--- config.mk ---
export PLATFORM = sky130hd
export DESIGN_NAME = load_store_unit
export DESIGN_NICKNAME = d
export VERILOG_FILES = /design/src/rtl/riscv_pkg.sv /design/src/rtl/lsu_align.sv /design/src/rtl/load_store_unit.sv
export SDC_FILE = /design/constraint.sdc
export NUM_CORES = 1
export LEC_CHECK = 0
export ABC_AREA = 0
export ABC_CLOCK_PERIOD_IN_PS = 2900
export BUFFER_PORTS_ARGS = -buffer_cell sky130_fd_sc_hd__buf_2
export CAP_MARGIN = 20
export CORE_AREA = 2 2 149 151
export CTS_CLUSTER_SIZE = 30
export DETAILED_ROUTE_END_ITERATION = 12
export DIE_AREA = 0 0 151 153
export PLACE_DENSITY_LB_ADDON = 0.1
export SLEW_MARGIN = 20
export SYNTH_ARGS = -nofsm -noshare
export SYNTH_HDL_FRONTEND = slang
export SYNTH_SLANG_ARGS = --single-unit
--- constraint.sdc ---
create_clock -name clk_i -period 2.9 [get_ports clk_i]
set_clock_uncertainty 0.2 [all_clocks]
set_input_delay 0.87 -clock clk_i [delete_from_list [all_inputs] [get_ports clk_i]]
set_output_delay 0.87 -clock clk_i [all_outputs]
set_load 0.005 [all_outputs]
--- src/rtl/riscv_pkg.sv ---
// Shared RISC-V core definitions: memory access size encodings and the
// load/store unit state type, used by the LSU and by control_logic.
package riscv_pkg;

    localparam logic [1:0] MODE_BYTE = 2'b00;
    localparam logic [1:0] MODE_HALF = 2'b01;
    localparam logic [1:0] MODE_WORD = 2'b10;
    localparam logic [1:0] MODE_RSVD = 2'b11;

    typedef enum logic [1:0] {
        IDLE   = 2'b00,
        ACCESS = 2'b01,
        DONE   = 2'b10
    } lsu_state_t;

    // Reserved size is reported through the same fault path as misalignment.
    function automatic logic is_misaligned(input logic [1:0] mode, input logic [1:0] addr_lo);
        case (mode)
            MODE_HALF: return addr_lo[0];
            MODE_WORD: return addr_lo != 2'b00;
            MODE_RSVD: return 1'b1;
            default:   return 1'b0;
        endcase
    endfunction

endpackage

--- src/rtl/lsu_align.sv ---
// Byte-lane steering for the LSU: byte enables and store replication on the
// way out, lane shift and sign/zero extension on the way back.
module lsu_align
    import riscv_pkg::*;
(
    input  logic [1:0]  i_mode,
    input  logic [1:0]  i_addr_lo,
    input  logic        i_load_unsigned,
    input  logic [31:0] i_store_data,
    input  logic [31:0] i_rdata,
    output logic [3:0]  o_be,
    output logic [31:0] o_wdata,
    output logic [31:0] o_load_data
);

    logic [31:0] w_shifted;

    assign w_shifted = i_rdata >> {i_addr_lo, 3'b000};

    // NOTE: every output gets a default first so no path through the case infers a latch.
    always_comb begin
        o_be        = 4'b0000;
        o_wdata     = 32'h0;
        o_load_data = 32'h0;
        case (i_mode)
            MODE_BYTE: begin
                o_be        = 4'b0001 << i_addr_lo;
                o_wdata     = {4{i_store_data[7:0]}};
                o_load_data = i_load_unsigned ? {24'h0, w_shifted[7:0]}
                                              : {{24{w_shifted[7]}}, w_shifted[7:0]};
            end
            MODE_HALF: begin
                o_be        = 4'b0011 << i_addr_lo;
                o_wdata     = {2{i_store_data[15:0]}};
                o_load_data = i_load_unsigned ? {16'h0, w_shifted[15:0]}
                                              : {{16{w_shifted[15]}}, w_shifted[15:0]};
            end
            MODE_WORD: begin
                o_be        = 4'b1111;
                o_wdata     = i_store_data;
                o_load_data = w_shifted;
            end
            default: ;
        endcase
    end

endmodule

--- src/rtl/load_store_unit.sv ---
// Load/store unit: accepts one memory request from execute, runs a single
// data-bus transaction with timeout, and returns an extended load result.
module load_store_unit
    import riscv_pkg::*;
#(
    parameter int unsigned TIMEOUT = 255
) (
    input  logic        clk_i,
    input  logic        rst_ni,
    input  logic        start_i,
    input  logic        mem_write_i,
    input  logic [1:0]  mem_mode_i,
    input  logic        load_unsigned_i,
    input  logic [31:0] addr_i,
    input  logic [31:0] store_data_i,
    output logic        busy_o,
    output logic        done_o,
    output logic [31:0] load_data_o,
    output logic        misaligned_o,
    output logic        fault_o,
    output logic        dbus_req_o,
    output logic        dbus_we_o,
    output logic [31:0] dbus_addr_o,
    output logic [3:0]  dbus_be_o,
    output logic [31:0] dbus_wdata_o,
    input  logic        dbus_ack_i,
    input  logic [31:0] dbus_rdata_i
);

    localparam logic [7:0] TIMEOUT_LAST = 8'(TIMEOUT - 1);

    lsu_state_t  r_state;
    lsu_state_t  w_next;
    logic [7:0]  r_cnt;
    logic        r_write;
    logic        r_unsigned;
    logic [1:0]  r_mode;
    logic [1:0]  r_addr_lo;
    logic        r_req;
    logic        r_we;
    logic [31:0] r_addr;
    logic [3:0]  r_be;
    logic [31:0] r_wdata;
    logic [31:0] r_load_data;
    logic        r_misaligned;
    logic        r_fault;

    logic        w_misaligned;
    logic        w_timeout;
    logic [1:0]  w_sel_mode;
    logic [1:0]  w_sel_addr_lo;
    logic [3:0]  w_be;
    logic [31:0] w_wdata;
    logic [31:0] w_load_data;

    assign w_misaligned = is_misaligned(mem_mode_i, addr_i[1:0]);
    assign w_timeout    = (r_cnt == TIMEOUT_LAST);

    // One aligner serves both directions: live request fields while IDLE
    // (lane setup), captured fields afterwards (read data extraction).
    assign w_sel_mode    = (r_state == IDLE) ? mem_mode_i  : r_mode;
    assign w_sel_addr_lo = (r_state == IDLE) ? addr_i[1:0] : r_addr_lo;

    lsu_align u_align (
        .i_mode          (w_sel_mode),
        .i_addr_lo       (w_sel_addr_lo),
        .i_load_unsigned (r_unsigned),
        .i_store_data    (store_data_i),
        .i_rdata         (dbus_rdata_i),
        .o_be            (w_be),
        .o_wdata         (w_wdata),
        .o_load_data     (w_load_data)
    );

    // NOTE: sequential state is assigned with <= so every register samples pre-edge values.
    always_ff @(posedge clk_i or negedge rst_ni) begin
        if (!rst_ni) begin
            r_state <= IDLE;
        end else begin
            r_state <= w_next;
        end
    end

    always_comb begin
        w_next = r_state;
        case (r_state)
            IDLE:    if (start_i) w_next = w_misaligned ? DONE : ACCESS;
            ACCESS:  if (dbus_ack_i || w_timeout) w_next = DONE;
            DONE:    w_next = IDLE;
            default: w_next = IDLE;
        endcase
    end

    always_comb begin
        busy_o       = (r_state != IDLE);
        done_o       = (r_state == DONE);
        misaligned_o = (r_state == DONE) && r_misaligned;
        fault_o      = (r_state == DONE) && r_fault;
    end

    always_ff @(posedge clk_i or negedge rst_ni) begin
        if (!rst_ni) begin
            r_cnt        <= 8'h0;
            r_write      <= 1'b0;
            r_unsigned   <= 1'b0;
            r_mode       <= MODE_BYTE;
            r_addr_lo    <= 2'b00;
            r_req        <= 1'b0;
            r_we         <= 1'b0;
            r_addr       <= 32'h0;
            r_be         <= 4'h0;
            r_wdata      <= 32'h0;
            r_load_data  <= 32'h0;
            r_misaligned <= 1'b0;
            r_fault      <= 1'b0;
        end else begin
            case (r_state)
                IDLE: begin
                    if (start_i) begin
                        r_write      <= mem_write_i;
                        r_unsigned   <= load_unsigned_i;
                        r_mode       <= mem_mode_i;
                        r_addr_lo    <= addr_i[1:0];
                        r_cnt        <= 8'h0;
                        r_fault      <= 1'b0;
                        r_misaligned <= w_misaligned;
                        if (w_misaligned) begin
                            r_load_data <= 32'h0;
                        end else begin
                            r_req   <= 1'b1;
                            r_we    <= mem_write_i;
                            r_addr  <= {addr_i[31:2], 2'b00};
                            r_be    <= w_be;
                            r_wdata <= w_wdata;
                        end
                    end
                end
                ACCESS: begin
                    // An ack on the final counted cycle takes priority over the timeout.
                    if (dbus_ack_i) begin
                        r_req       <= 1'b0;
                        r_we        <= 1'b0;
                        r_load_data <= r_write ? 32'h0 : w_load_data;
                    end else if (w_timeout) begin
                        r_req       <= 1'b0;
                        r_we        <= 1'b0;
                        r_fault     <= 1'b1;
                        r_load_data <= 32'h0;
                    end else begin
                        r_cnt <= r_cnt + 8'd1;
                    end
                end
                default: ;
            endcase
        end
    end

    assign dbus_req_o   = r_req;
    assign dbus_we_o    = r_we;
    assign dbus_addr_o  = r_addr;
    assign dbus_be_o    = r_be;
    assign dbus_wdata_o = r_wdata;
    assign load_data_o  = r_load_data;

endmodule

==> impl_results.md <==
- Hold Crit Class: input port to asynchronous set/reset pin
- Clock Latency Late Sink: 0.41 ns
- Setup violators final: 0
- Gpl congestion: 0.810
- Slowest Stage Delay on Critical Path: 0.53 ns
- RSZ-0062 raised after global routing: no
- Routed len/inst: 16.5 µm
- 1st-iter DRT viols: 186
- Die area: 0.0231 mm²
- DP HPWL: 13.6 mm
- Grt peak-use layer: met2
- Clock root cell: clkbuf_16
- Crit Path Max Fanout: 12
- Initial Utilization: 26.5%
- Required time of the critical path: 1.83 ns
- Most common cell after layout, fill and taps aside: buf_2
- Crit share post-route: 89.7%
- Synth Area in Compound Gates: 16.4%
- Cell Chain, Critical Path: nor2_4 > inv_2 > buf_4 > buf_2
- CTS Sinks: 118
- Crit path time final: 2.60 ns
- Final Util: 36.3%
- Critical Path AT: 1.53 ns
- First-pass GRT wire length: 27.7 mm
- Clk buf depth: 2
- Max Freq: 385 MHz
- Number of library cell types mapped by synthesis: 55
- Syn Std Cell Area: 0.00570 mm²
- Primary FF master, synth: dfrtp_1
- Core area: 0.0215 mm²
- Via density: 4.67
- Setup TNS Final: 0 ns
- Reg2reg setup slack: 0.40 ns
- YS warnings: 0
- Initial antenna violation count: 0
- Synth Register Bits: 118
- Register area share after synthesis: 51.8%
- Port bufs: 207
- Post-Synthesis Cells: 555
- NumNets Final: 887
- Final Hold Violating Endpoints: 0
- Xor-xnor portion of the synthesized cell area: 1.23%
- Die Y: 153 µm
- Final slew viol count: 0
- Mux share of post-synthesis cell area: 11.2%
- Power Density: 979 mW/mm²
- Routing usage on met1: 20.3%
- Leakage power: 0.00396 µW
- Worst reg2reg endpoint: load_data_o[8]
- Proportion of layout cells with a drive suffix above 1: 38.7%
- Worst setup EP type: output port
- Routed vias: 5,016
- Worst-margin pin slew: 0.758 ns
- Max stage delay cell, worst path: dfrtp_1
- Reg-to-reg startpoint: r_state[1]
- All-layer global routing usage: 15.6%
- Clk slew on worst S/H paths: 0.06 ns
- # DRC: 0
- TritonCTS clock tree: done
- Main combinational cell family by area after synthesis: compound AO/OA/AOI/OAI gates
- Largest net degree at the start of global routing: 58
- Horiz. Die Dim: 151 µm
- Worst setup SP type: flip-flop
- Async SR Flop Fraction: 100%
- Rows: 54
- Worst r2r path cells: 7
- Num ports: 210
- P&R area growth vs syn: 36.9%
- Post-synth EDFFs: 0
- Diodes inserted: 0
- Post-Syn Area per Cell: 10.3 µm²
- Final WL: 17.7 mm
- Hold-fix buffers, CTS: 0
- ANT nets after route: 0
- Drt pass-1 iters: 5
- Crit Path Category: flip-flop to output port
- Status: finished clean
- Simple-gate portion of the synthesized area: 15.0%
- Adder-cell share of the synthesized area: 0.439%
- H-tree Lvls: 4
- Reported max-cap violation count: 0
- Final global-route overflow total: 0
- CTS resizes: 0
- Most frequent cells in the layout: buf_2, dfrtp_1, nand2_1
- Vias in the first global route: 4,970
- Hold slack: 0.215 ns
- Maximum VDD drop: 0.397 mV
- CTS buffer count: 17
- Relative slew slack: 49.1%
- Met3 Track Usage GR: 3.64%
- Setup repair bufs after CTS: 0
- Met2 Track Usage GR: 25.6%
through the flow:
step	worst slack [ns]	total power (µW)	std cells	area [µm²]
after floorplan	0.00603	4320	556	5710
after global placement	0.0388	5720	1041	7240
after detailed placement	0.00613	5780	1042	7250
after CTS	0.268	7790	1074	7800
after global routing	0.158	8220	1074	7800
final	0.300	7630	1074	7800
layer usage:
metal / wire length (µm) / part of all wire, %
met3: 1040 / 5.8
met4: 237 / 1.3
met1: 7820 / 44
met5: 0 / 0
met2: 8640 / 49
critical path, delay by kind of cell (launching register included):
kind / cells / cell delay, ns
buffers and inverters: 3 / 0.34
flip-flops: 1 / 0.53
AND/OR/NAND/NOR: 1 / 0.25
synthesized netlist by cell type, types with 2 or more instances:
master	count	area share, %
o211ai_2	7	1.5
dfrtp_1	118	52
a22o_1	20	3.1
or3b_1	2	0.31
a21o_1	2	0.26
clkbuf_1	21	1.4
inv_1	3	0.20
inv_2	2	0.13
nand3_1	25	2.2
buf_4	5	0.66
o21ai_0	8	0.70
buf_1	4	0.26
nand2b_1	3	0.33
xor2_1	4	0.62
mux2_2	13	2.6
a21oi_1	32	2.8
buf_6	3	0.59
a32o_1	8	1.4
and4_1	2	0.31
mux2_1	35	6.9
o21ai_1	29	2.5
a22oi_1	16	2.1
mux2i_1	10	1.8
ha_1	2	0.44
buf_2	6	0.53
nand3b_1	2	0.26
nand4_1	2	0.22
nand2_1	117	7.7
and2_1	7	0.77
nor2_1	19	1.3
xnor2_1	4	0.62
state kept, by name (all words and copies together), names as in the netlist, 2 cells and up:
name          cells
r_addr_lo         2
dbus_wdata_o     32
dbus_addr_o      30
load_data_o      32
r_state           2
r_cnt             8
dbus_be_o         4
r_mode            2
power by group:
group	internal [µW]	leakage [µW]	switching, µW
Combinational	1410	0.00219	1620
Clock	1190	0.000265	765
Sequential	2280	0.00151	372
layout make-up:
cell class / instances / area [µm²]
clock buffers: 19 / 443
clock inverters: 13 / 108
fillers: 2233 / 13700
inverters: 5 / 18.8
multi-input cells: 394 / 2550
flip-flops and latches: 118 / 2950
well taps: 280 / 350
repair buffers: 245 / 1370
cells by family (layout without fill, tap and decap cells):
kind of cell | count (synthesis) | in the layout
simple gates | 190 | 190
fa+ha+maj | 2 | 2
xor+xnor | 8 | 8
buf+inv | 44 | 282
other cells | 1 | 2
compound gates | 134 | 134
mux | 58 | 58
flops | 118 | 118
worst max path at each step:
stage,startpoint,end,slack (ns),cells past startpoint
6_report,r_state[1],busy_o,0.30,4
5_1_grt,r_state[1],load_data_o[27],0.16,8
4_1_cts,r_state[1],busy_o,0.27,4
3_5_place_dp,addr_i[0],load_data_o[8],0.006,8
3_3_place_gp,mem_mode_i[0],dbus_wdata_o[26],0.04,5
2_1_floorplan,mem_mode_i[0],load_data_o[8],0.006,9
Note: power is estimated with default switching activity, not from simulation.
